[src/rtl/mips_pkg.sv]
// Shared types and constants for the MIPS run monitor and its trace buffer.
package mips_pkg;

    typedef enum logic [1:0] {
        ST_IDLE    = 2'd0,
        ST_RUN     = 2'd1,
        ST_HALTED  = 2'd2,
        ST_TIMEOUT = 2'd3
    } state_e;

    localparam logic [31:0] NOP_WORD = 32'h0000_0000;

    typedef struct packed {
        logic [31:0] instr;
        logic [31:0] result;
    } trace_entry_t;

endpackage

[src/rtl/mips_trace_buf.sv]
// Circular trace of (instruction, result) pairs with saturating fill count;
// reads are indexed relative to the most recent write.
module mips_trace_buf #(
    parameter int DATA_W = 32,
    parameter int DEPTH  = 4
) (
    input  logic                       clk_i,
    input  logic                       rst_i,
    input  logic                       clr_i,
    input  logic                       we_i,
    input  logic [DATA_W-1:0]          instr_i,
    input  logic [DATA_W-1:0]          result_i,
    input  logic [$clog2(DEPTH)-1:0]   rd_idx_i,
    output logic [DATA_W-1:0]          rd_instr_o,
    output logic [DATA_W-1:0]          rd_result_o,
    output logic [$clog2(DEPTH):0]     fill_o
);
    localparam int AW = $clog2(DEPTH);
    localparam logic [AW:0] FULL = (AW+1)'(DEPTH);

    logic [DATA_W-1:0] instr_mem  [DEPTH];
    logic [DATA_W-1:0] result_mem [DEPTH];
    logic [AW-1:0]     wp_q, wp_d;
    logic [AW:0]       fill_q, fill_d;
    logic [AW-1:0]     rd_ptr;

    always_comb begin
        wp_d   = wp_q;
        fill_d = fill_q;
        if (clr_i) begin
            wp_d   = '0;
            fill_d = '0;
        end else if (we_i) begin
            wp_d = wp_q + AW'(1);
            if (fill_q != FULL) fill_d = fill_q + (AW+1)'(1);
        end
    end

    always_ff @(posedge clk_i or posedge rst_i) begin
        if (rst_i) begin
            wp_q   <= '0;
            fill_q <= '0;
        end else begin
            wp_q   <= wp_d;
            fill_q <= fill_d;
        end
    end

    // Contents are deliberately not reset; fill_q gates every read.
    always_ff @(posedge clk_i) begin
        if (we_i && !clr_i) begin
            instr_mem[wp_q]  <= instr_i;
            result_mem[wp_q] <= result_i;
        end
    end

    assign rd_ptr = wp_q - AW'(1) - rd_idx_i;

    always_comb begin
        rd_instr_o  = '0;
        rd_result_o = '0;
        if ({1'b0, rd_idx_i} < fill_q) begin
            rd_instr_o  = instr_mem[rd_ptr];
            rd_result_o = result_mem[rd_ptr];
        end
    end

    assign fill_o = fill_q;

endmodule

[src/rtl/mips_run_monitor.sv]
// Run monitor beside the MIPS core: NOP-run halt detection, watchdog timeout,
// cycle/instruction counters and a trace of recent retired instructions.
module mips_run_monitor
    import mips_pkg::*;
#(
    parameter int DATA_W         = 32,
    parameter int NOP_THRESHOLD  = 3,
    parameter int TIMEOUT_CYCLES = 1024,
    parameter int CNT_W          = 16,
    parameter int TRACE_DEPTH    = 4
) (
    input  logic                               clk_i,
    input  logic                               reset_i,
    input  logic                               start_i,
    input  logic                               clear_i,
    input  logic                               instr_valid_i,
    input  logic [DATA_W-1:0]                  instr_i,
    input  logic [DATA_W-1:0]                  result_i,
    output logic [1:0]                         state_o,
    output logic                               halted_o,
    output logic                               timeout_o,
    output logic [CNT_W-1:0]                   cycle_count_o,
    output logic [CNT_W-1:0]                   instr_count_o,
    output logic [$clog2(NOP_THRESHOLD+1)-1:0] nop_run_o,
    input  logic [$clog2(TRACE_DEPTH)-1:0]     trace_rd_idx_i,
    output logic [DATA_W-1:0]                  trace_rd_instr_o,
    output logic [DATA_W-1:0]                  trace_rd_result_o,
    output logic [$clog2(TRACE_DEPTH):0]       trace_fill_o
);
    localparam int NW = $clog2(NOP_THRESHOLD+1);

    state_e            state_q, state_d;
    logic [CNT_W-1:0]  cycle_q, cycle_d, icnt_q, icnt_d;
    logic [NW-1:0]     nop_q, nop_d, nop_inc;
    logic              halted_q, halted_d, timeout_q, timeout_d;
    logic              is_nop, trace_we, trace_clr;

    assign is_nop  = (instr_i == DATA_W'(NOP_WORD));
    assign nop_inc = nop_q + NW'(1);

    always_comb begin
        state_d   = state_q;
        cycle_d   = cycle_q;
        icnt_d    = icnt_q;
        nop_d     = nop_q;
        trace_we  = 1'b0;
        trace_clr = 1'b0;
        case (state_q)
            ST_IDLE: begin
                if (start_i) begin
                    state_d   = ST_RUN;
                    cycle_d   = '0;
                    icnt_d    = '0;
                    nop_d     = '0;
                    trace_clr = 1'b1;
                end
            end
            ST_RUN: begin
                cycle_d = cycle_q + CNT_W'(1);
                if (instr_valid_i) begin
                    if (is_nop) begin
                        nop_d = nop_inc;
                    end else begin
                        nop_d    = '0;
                        icnt_d   = icnt_q + CNT_W'(1);
                        trace_we = 1'b1;
                    end
                end
                // Halt takes priority when both land on the same edge.
                if (instr_valid_i && is_nop && nop_inc == NW'(NOP_THRESHOLD))
                    state_d = ST_HALTED;
                else if (cycle_d == CNT_W'(TIMEOUT_CYCLES))
                    state_d = ST_TIMEOUT;
            end
            ST_HALTED, ST_TIMEOUT: begin
                if (clear_i) state_d = ST_IDLE;
            end
            default: state_d = ST_IDLE;
        endcase
        halted_d  = (state_d == ST_HALTED);
        timeout_d = (state_d == ST_TIMEOUT);
    end

    always_ff @(posedge clk_i or posedge reset_i) begin
        if (reset_i) begin
            state_q   <= ST_IDLE;
            cycle_q   <= '0;
            icnt_q    <= '0;
            nop_q     <= '0;
            halted_q  <= 1'b0;
            timeout_q <= 1'b0;
        end else begin
            state_q   <= state_d;
            cycle_q   <= cycle_d;
            icnt_q    <= icnt_d;
            nop_q     <= nop_d;
            halted_q  <= halted_d;
            timeout_q <= timeout_d;
        end
    end

    mips_trace_buf #(
        .DATA_W (DATA_W),
        .DEPTH  (TRACE_DEPTH)
    ) u_trace (
        .clk_i       (clk_i),
        .rst_i       (reset_i),
        .clr_i       (trace_clr),
        .we_i        (trace_we),
        .instr_i     (instr_i),
        .result_i    (result_i),
        .rd_idx_i    (trace_rd_idx_i),
        .rd_instr_o  (trace_rd_instr_o),
        .rd_result_o (trace_rd_result_o),
        .fill_o      (trace_fill_o)
    );

    assign state_o       = state_q;
    assign halted_o      = halted_q;
    assign timeout_o     = timeout_q;
    assign cycle_count_o = cycle_q;
    assign instr_count_o = icnt_q;
    assign nop_run_o     = nop_q;

endmodule

[config.mk]
export PLATFORM = sky130hd
export DESIGN_NAME = mips_run_monitor
export DESIGN_NICKNAME = d
export VERILOG_FILES = /design/src/rtl/mips_pkg.sv /design/src/rtl/mips_trace_buf.sv /design/src/rtl/mips_run_monitor.sv
export SDC_FILE = /design/constraint.sdc
export NUM_CORES = 1
export LEC_CHECK = 0
export BUFFER_PORTS_ARGS = -buffer_cell sky130_fd_sc_hd__buf_2
export CORE_MARGIN = 2
export CORE_UTILIZATION = 25
export DETAILED_ROUTE_END_ITERATION = 10
export PLACE_DENSITY = 0.5
export SLEW_MARGIN = 30
export SYNTH_ARGS = -nofsm -noshare
export SYNTH_HDL_FRONTEND = slang
export SYNTH_HIERARCHICAL = 1
export SYNTH_SLANG_ARGS = --single-unit
[constraint.sdc]
create_clock -name clk_i -period 9 [get_ports clk_i]
set_clock_uncertainty 0.05 [all_clocks]
set_input_delay 0.9 -clock clk_i [delete_from_list [all_inputs] [get_ports clk_i]]
set_output_delay 0.9 -clock clk_i [all_outputs]
set_load 0.01 [all_outputs]
-- Yosys cells after proc, flatten, opt, wreduce, memory -nomap -nowiden
Memory sizes are Yosys's and may differ from the RTL's.
Index checks and enable logic that the tools add are counted.
- bits in registers: 43
- latch bits: 0
- memory bits (writable): 256
- bits in read-only memories: 0
- memories kept: 2
- memory list (name ; words ; width ; read ports ; clocked after memory_dff ; write ports ; line ; text):
    u_trace.instr_mem ; 4 ; 32 ; 1 ; 0 ; 1 ; mips_trace_buf.sv:21 ; logic [DATA_W-1:0] instr_mem [DEPTH];
    u_trace.result_mem ; 4 ; 32 ; 1 ; 0 ; 1 ; mips_trace_buf.sv:22 ; logic [DATA_W-1:0] result_mem [DEPTH];
- add/subtract/negate cells: 7
- $mul: 0
- divide/modulo/power cells: 0
- order comparisons: 1
- equal/unequal tests: 11
- shifts and indexed selects: 0
- mux-type cells: 28
- bitwise operators: 0
- reduce and logical (&&, ||, !) cells: 14
- operators by type and width (cell ; number):
    32-bit 2-to-1 mux ; 2
    16-bit one-hot mux with 2 select lines ; 2
    16-bit 2-to-1 mux ; 3
    16-bit by 1-bit adder with 16-bit output, second input constant ; 2
    32-bit logical NOT ; 1
    2-bit 2-to-1 mux ; 9
    16-bit by 11-bit == test with 1-bit output, second input constant ; 1
    2-bit == test, second input constant ; 5
    3-bit 2-to-1 mux ; 3
    1-bit 2-to-1 mux ; 7
    2-bit inequality test, second input constant ; 3
    2-bit one-hot mux with 3 select lines ; 1
    2-bit nonzero test ; 3
    2-bit by 1-bit adder with 2-bit output, second input constant ; 2
    2-bit one-hot mux with 2 select lines ; 1
    2-bit AND reduction ; 2
    4-bit AND reduction ; 1
    3-bit by 1-bit adder with 3-bit output, second input constant ; 1
    1-bit logical AND ; 3
    2-bit by 3-bit < comparator with 1-bit output ; 1
    3-bit inequality test, second input constant ; 1
    3-bit AND reduction ; 1
    2-bit by 1-bit == test with 1-bit output, second input constant ; 1
    2-bit logical NOT ; 1
    4 further kinds ; 4

-- Longest topological paths before layout
- word-level depth: 7
- mapped depth: 9
- depth with buffers taken out: 7

-- Cells and area by module
The synthesis kept the hierarchy.
- modules (own cells, without submodules) (module ; times used ; cells an instance ; area an instance (µm²)):
    mips_trace_buf ; 1 ; 444 ; 10068.4
    mips_run_monitor ; 1 ; 251 ; 2207.1

-- Worst setup path before layout
No wires, ideal clock.
- path kind: input port to flip-flop
- start point: input instr_i[16]
- end point: memory u_trace.instr_mem[0][0] (enable)
- arrival time: 3269 ps
- path slack: 5252 ps
- cell stages on the path: 7
- buffers on the path: 1
- cell sequence: nor4_1 > nand4_1 > o21bai_4 > buf_2 > inv_1 > nor2b_1 > and2_1
- longest elaborated chain between the ends: 7
- RTL lines (element ; line ; text):
    start: declaration ; mips_run_monitor.sv:17 ; input logic [DATA_W-1:0] instr_i,
    32-bit logical NOT ; mips_run_monitor.sv:38 ; assign is_nop = (instr_i == DATA_W'(NOP_WORD));
    1-bit 2-to-1 mux ; mips_run_monitor.sv:61 ; if (is_nop) begin
    1-bit 2-to-1 mux ; mips_run_monitor.sv:60 ; if (instr_valid_i) begin
    1-bit 2-to-1 mux ; mips_run_monitor.sv:48 ; case (state_q)
    via trace_we ; mips_run_monitor.sv:36 ; logic is_nop, trace_we, trace_clr;
    1-bit logical AND ; mips_trace_buf.sv:51 ; if (we_i && !clr_i) begin
    1-bit 2-to-1 mux ; mips_trace_buf.sv:51 ;
    1-bit 2-to-1 mux (implied by the code) ; mips_trace_buf.sv:52 ; instr_mem[wp_q] <= instr_i;
    end: declaration ; mips_trace_buf.sv:21 ;
The timed path passes the listed nets, and every way through them passes these cells.

-- Final worst setup path
- start point: input trace_rd_idx_i[0]
- end point: output trace_rd_instr_o[0]
- longest elaborated chain between the ends: 3
- elaborated cells on any way between the ends: 4
- RTL lines (element ; line ; text):
    start: declaration ; mips_run_monitor.sv:25 ; input logic [$clog2(TRACE_DEPTH)-1:0] trace_rd_idx_i,
    2-bit subtractor ; mips_trace_buf.sv:57 ; assign rd_ptr = wp_q - AW'(1) - rd_idx_i;
    memory 4 x 32 bit ; - ;
    32-bit 2-to-1 mux (*) ; mips_trace_buf.sv:62 ; if ({1'b0, rd_idx_i} < fill_q) begin
    end: declaration ; mips_run_monitor.sv:26 ; output logic [DATA_W-1:0] trace_rd_instr_o,
Mark *: on every way between the ends. The rest lies on a longest branch, timed or not.

==> flow_metrics.py <==
metrics = {
    "power": {
        "power_switching_mw": 1.68,
        "clock_power_share_pct": 28.2,
        "vdd_ir_drop_max_uv": 127,
        "p_int_mw": 3.54,
        "p_leak_nw": 5.47,
        "p_total_mw": 5.22,
        "p_sw_share_pct": 32.2,
        "combPwrFrac_pct": 34.5,
        "power.density_nw_per_um2": 344,
        "p_seq_share_pct": 37.3,
    },
    "critical_path": {
        "crit_chain": "buf_2, inv_1, ha_4, buf_4, mux4_2, nor2b_1, buf_2",
        "rrSetupSlack_ps": 5610,
        "cp_max_fo": 33,
        "reg2reg_from": "state_o[1]",
        "crit_buf_inv": 4,
        "reg2reg_depth": 6,
        "crit_family": "buffers and inverters",
        "cp.depth": 7,
        "critical-path-max-stage-delay_ps": 710,
        "critical_path_class": "in -> out",
        "cp.required_ps": 8050,
        "cp-start-kind": "primary input",
        "rr_endpoint": "u_trace/instr_mem[3][18]",
        "cpMostUsedCell": "buf_2",
        "endpoint_kind": "output port",
        "critPathSlowestCell": "ha_4",
        "cp_data_arrival_time_ps": 3460,
    },
    "global_route": {
        "grt_pass1_vias": 7093,
        "grt_overflow": 0,
        "track_usage_pct": 11.4,
        "grt_max_degree": 65,
        "antenna_found_initial": 6,
        "grt_first_pass_wirelength_um": 43700,
    },
    "synthesis": {
        "syn_inst": 695,
        "synth_cell_types": 46,
        "syn_nets": 778,
        "synthMuxAreaShare_pct": 12.4,
        "synth_simple_gate_area_share_pct": 8.63,
        "ys_seq_area_share_pct": 71.4,
        "syn_area_um2": 12300,
        "netlist.area_leader.share_pct": 62.6,
        "yosysMostFrequentCell": "edfxtp_1",
        "synth_top_family_by_area": "multiplexers",
        "synthXorXnorAreaFrac_pct": 1.47,
        "yosys_warnings": 6,
        "avgSynthCellArea_um2": 17.7,
        "yosys_register_bits": 299,
        "synthArstFlopShare_pct": 14.4,
        "ys_top_cells_by_count": "256 x edfxtp_1, 69 x nor2b_1, 64 x mux4_2",
        "ys.flop_type": "edfxtp_1",
        "synth_fa_ha_area_share_pct": 1.22,
        "yosys-top-cells-area": "edfxtp_1 63%, mux4_2 12%, dfrtp_1 8.8%, nor2b_1 3.5%, ha_1 1.2%",
        "yosysTopAreaCell": "edfxtp_1",
        "synth_edf_count": 256,
        "synth_compound_area_share_pct": 2.87,
    },
    "finish": {
        "instances_no_fill": 1580,
        "fill_cells": 4814,
        "layout-drive-gt1-share_pct": 34.8,
        "areaGrowthSynthToFinish_pct": 23.6,
        "nNetsFinal": 971,
        "n_antenna_cell": 0,
    },
    "cts": {
        "cts_buffers": 37,
        "cts_buffer_depth": 3,
        "clk_pin_slew_worst_paths_ps": 60,
        "cts-root-buf": "clkbuf_16",
        "ctsHoldBuffers": 0,
        "cts_sinks": 299,
        "cts_resized": 0,
        "cts_setup_buffers": 0,
        "htreeDepth": 2,
        "insertion_delay_ps": 530,
        "cts_tree": "built",
    },
    "placed_design": {
        "gp_congestion": 0.719,
        "pre_cts_ws_ps": 4450,
        "place_inst": 1513,
        "dp_hpwl_um": 17700,
        "io_buffer_count": 175,
    },
    "floorplanning": {
        "core_area_um2": 48700,
        "rows": 81,
        "dieArea_um2": 50900,
        "io_pins": 176,
        "die-height_um": 226,
        "die_w_um": 226,
        "start_util_pct": 25.2,
    },
    "timing": {
        "period_share_pct": 49.0,
        "whs_ps": 236,
        "fin_crit_ps": 4410,
        "setup_viol_count_final": 0,
        "max_slew_margin_pct": 42.1,
        "worstMarginPinSlew_ps": 861,
        "setup_tns_ps": 0,
        "slew_violations": 0,
        "rsz0062_at_grt": "no",
        "fmax_ghz": 0.227,
        "hold_violations": 0,
        "finalWorstSetupSlack_ps": 4590,
    },
    "route": {
        "drt-wirelength-per-cell_um": 18.2,
        "wl_um": 28800,
        "num_vias": 6798,
        "via_per_inst": 4.30,
        "dr.pass1.iters": 4,
        "drtAntennaViolNets": 0,
        "drcViolationCount": 0,
        "dr.first_iter.drc_count": 313,
    },
    "hold_path": {
        "hp-class": "in -> async",
    },
    "status": {
        "status": "finished, final reports clean",
    },
    "flow_run": {
        "drv_cap": 0,
    },
}
## area by class of cell
class	instances	area (µm²)	share of cell area [%]
clock inverter	24	249	1.64
inverter	17	63.8	0.421
timing repair buffer	184	995	6.56
sequential	299	8760	57.8
clock buffer	43	970	6.39
multi-input combinational	349	3300	21.8
tap	664	831	5.48
## how the worst max path moves through the flow
| stage | endpoint | from | slack, ps |
|---|---|---|---|
| global route | trace_rd_instr_o[0] | u_trace/wp_q[0] | 4290 |
| global placement | trace_rd_instr_o[13] | trace_rd_idx_i[0] | 4450 |
| detailed placement | trace_rd_instr_o[13] | trace_rd_idx_i[0] | 4450 |
| CTS | trace_rd_instr_o[13] | u_trace/wp_q[0] | 4400 |
| finish | trace_rd_instr_o[0] | trace_rd_idx_i[0] | 4590 |
| floorplan | u_trace/instr_mem[0][0] | instr_i[16] | 5250 |
## metrics by stage
| step | area, µm² | util [%] |
|---|---|---|
| after floorplan | 12300 | - |
| after global placement | 13900 | 28.5 |
| after detailed placement | 14000 | 28.6 |
| after CTS | 15200 | 31.1 |
| after global routing | 15200 | 31.1 |
| final | 15200 | 31.1 |
## sequential cells by signal, indices dropped and copies added (netlist names)
register / flops
timeout_o: 1
u_trace/result_mem: 128
u_trace/wp_q: 2
halted_o: 1
nop_run_o: 2
instr_count_o: 16
u_trace/instr_mem: 128
cycle_count_o: 16
state_o: 2
u_trace/fill_o: 3
## cell usage in the layout (no fill, tap or decap), types with 4 or more instances in the layout
| master | instances |
|---|---|
| nor4_1 | 9 |
| nand3_1 | 17 |
| edfxtp_1 | 256 |
| xnor2_1 | 16 |
| clkbuf_1 | 5 |
| nand2_1 | 27 |
| mux2i_1 | 8 |
| buf_4 | 4 |
| inv_1 | 17 |
| clkinv_2 | 7 |
| mux4_2 | 64 |
| o21ai_0 | 26 |
| clkbuf_16 | 38 |
| clkinv_1 | 8 |
| nand4_1 | 12 |
| ha_1 | 11 |
| buf_2 | 175 |
| and2_4 | 4 |
| nor2_1 | 28 |
| bufinv_16 | 4 |
| a21oi_1 | 8 |
| nor3_1 | 5 |
| a211oi_1 | 4 |
| dfrtp_1 | 43 |
| nor2b_1 | 69 |
| and3_1 | 7 |
## power groups by stage
stage	registers [mW]	clock network [mW]	logic [mW]
floorplan	1.96	0	1.21
global placement	1.98	0	1.84
detailed placement	1.98	0	1.87
CTS	1.96	1.53	1.88
global route	1.99	1.58	1.99
finish	1.95	1.47	1.80
## cells by family after synthesis
family / after synthesis
buffers and inverters: 47
multiplexers: 72
AND/OR/NAND/NOR: 192
AO/OA/AOI/OAI: 54
flip-flops: 299
adder cells (fa/ha/maj): 12
XOR/XNOR: 19
## metal layers
layer / part of all wire [%] / track usage (%) / wire length (µm)
met1: 44 / 14.7 / 12700
met2: 48 / 18.6 / 13800
met3: 6.0 / 3.25 / 1740
met4: 1.8 / 3.50 / 519
met5: 0.24 / 0 / 69
## worst register-to-register path, stage by stage, from the launching register on
cell,delay [ps]
dfrtp_1,420
inv_1,150
nand3b_1,650
inv_1,540
nor2b_1,370
and2_4,190
buf_6,540
(Power assumes the default switching activity.)
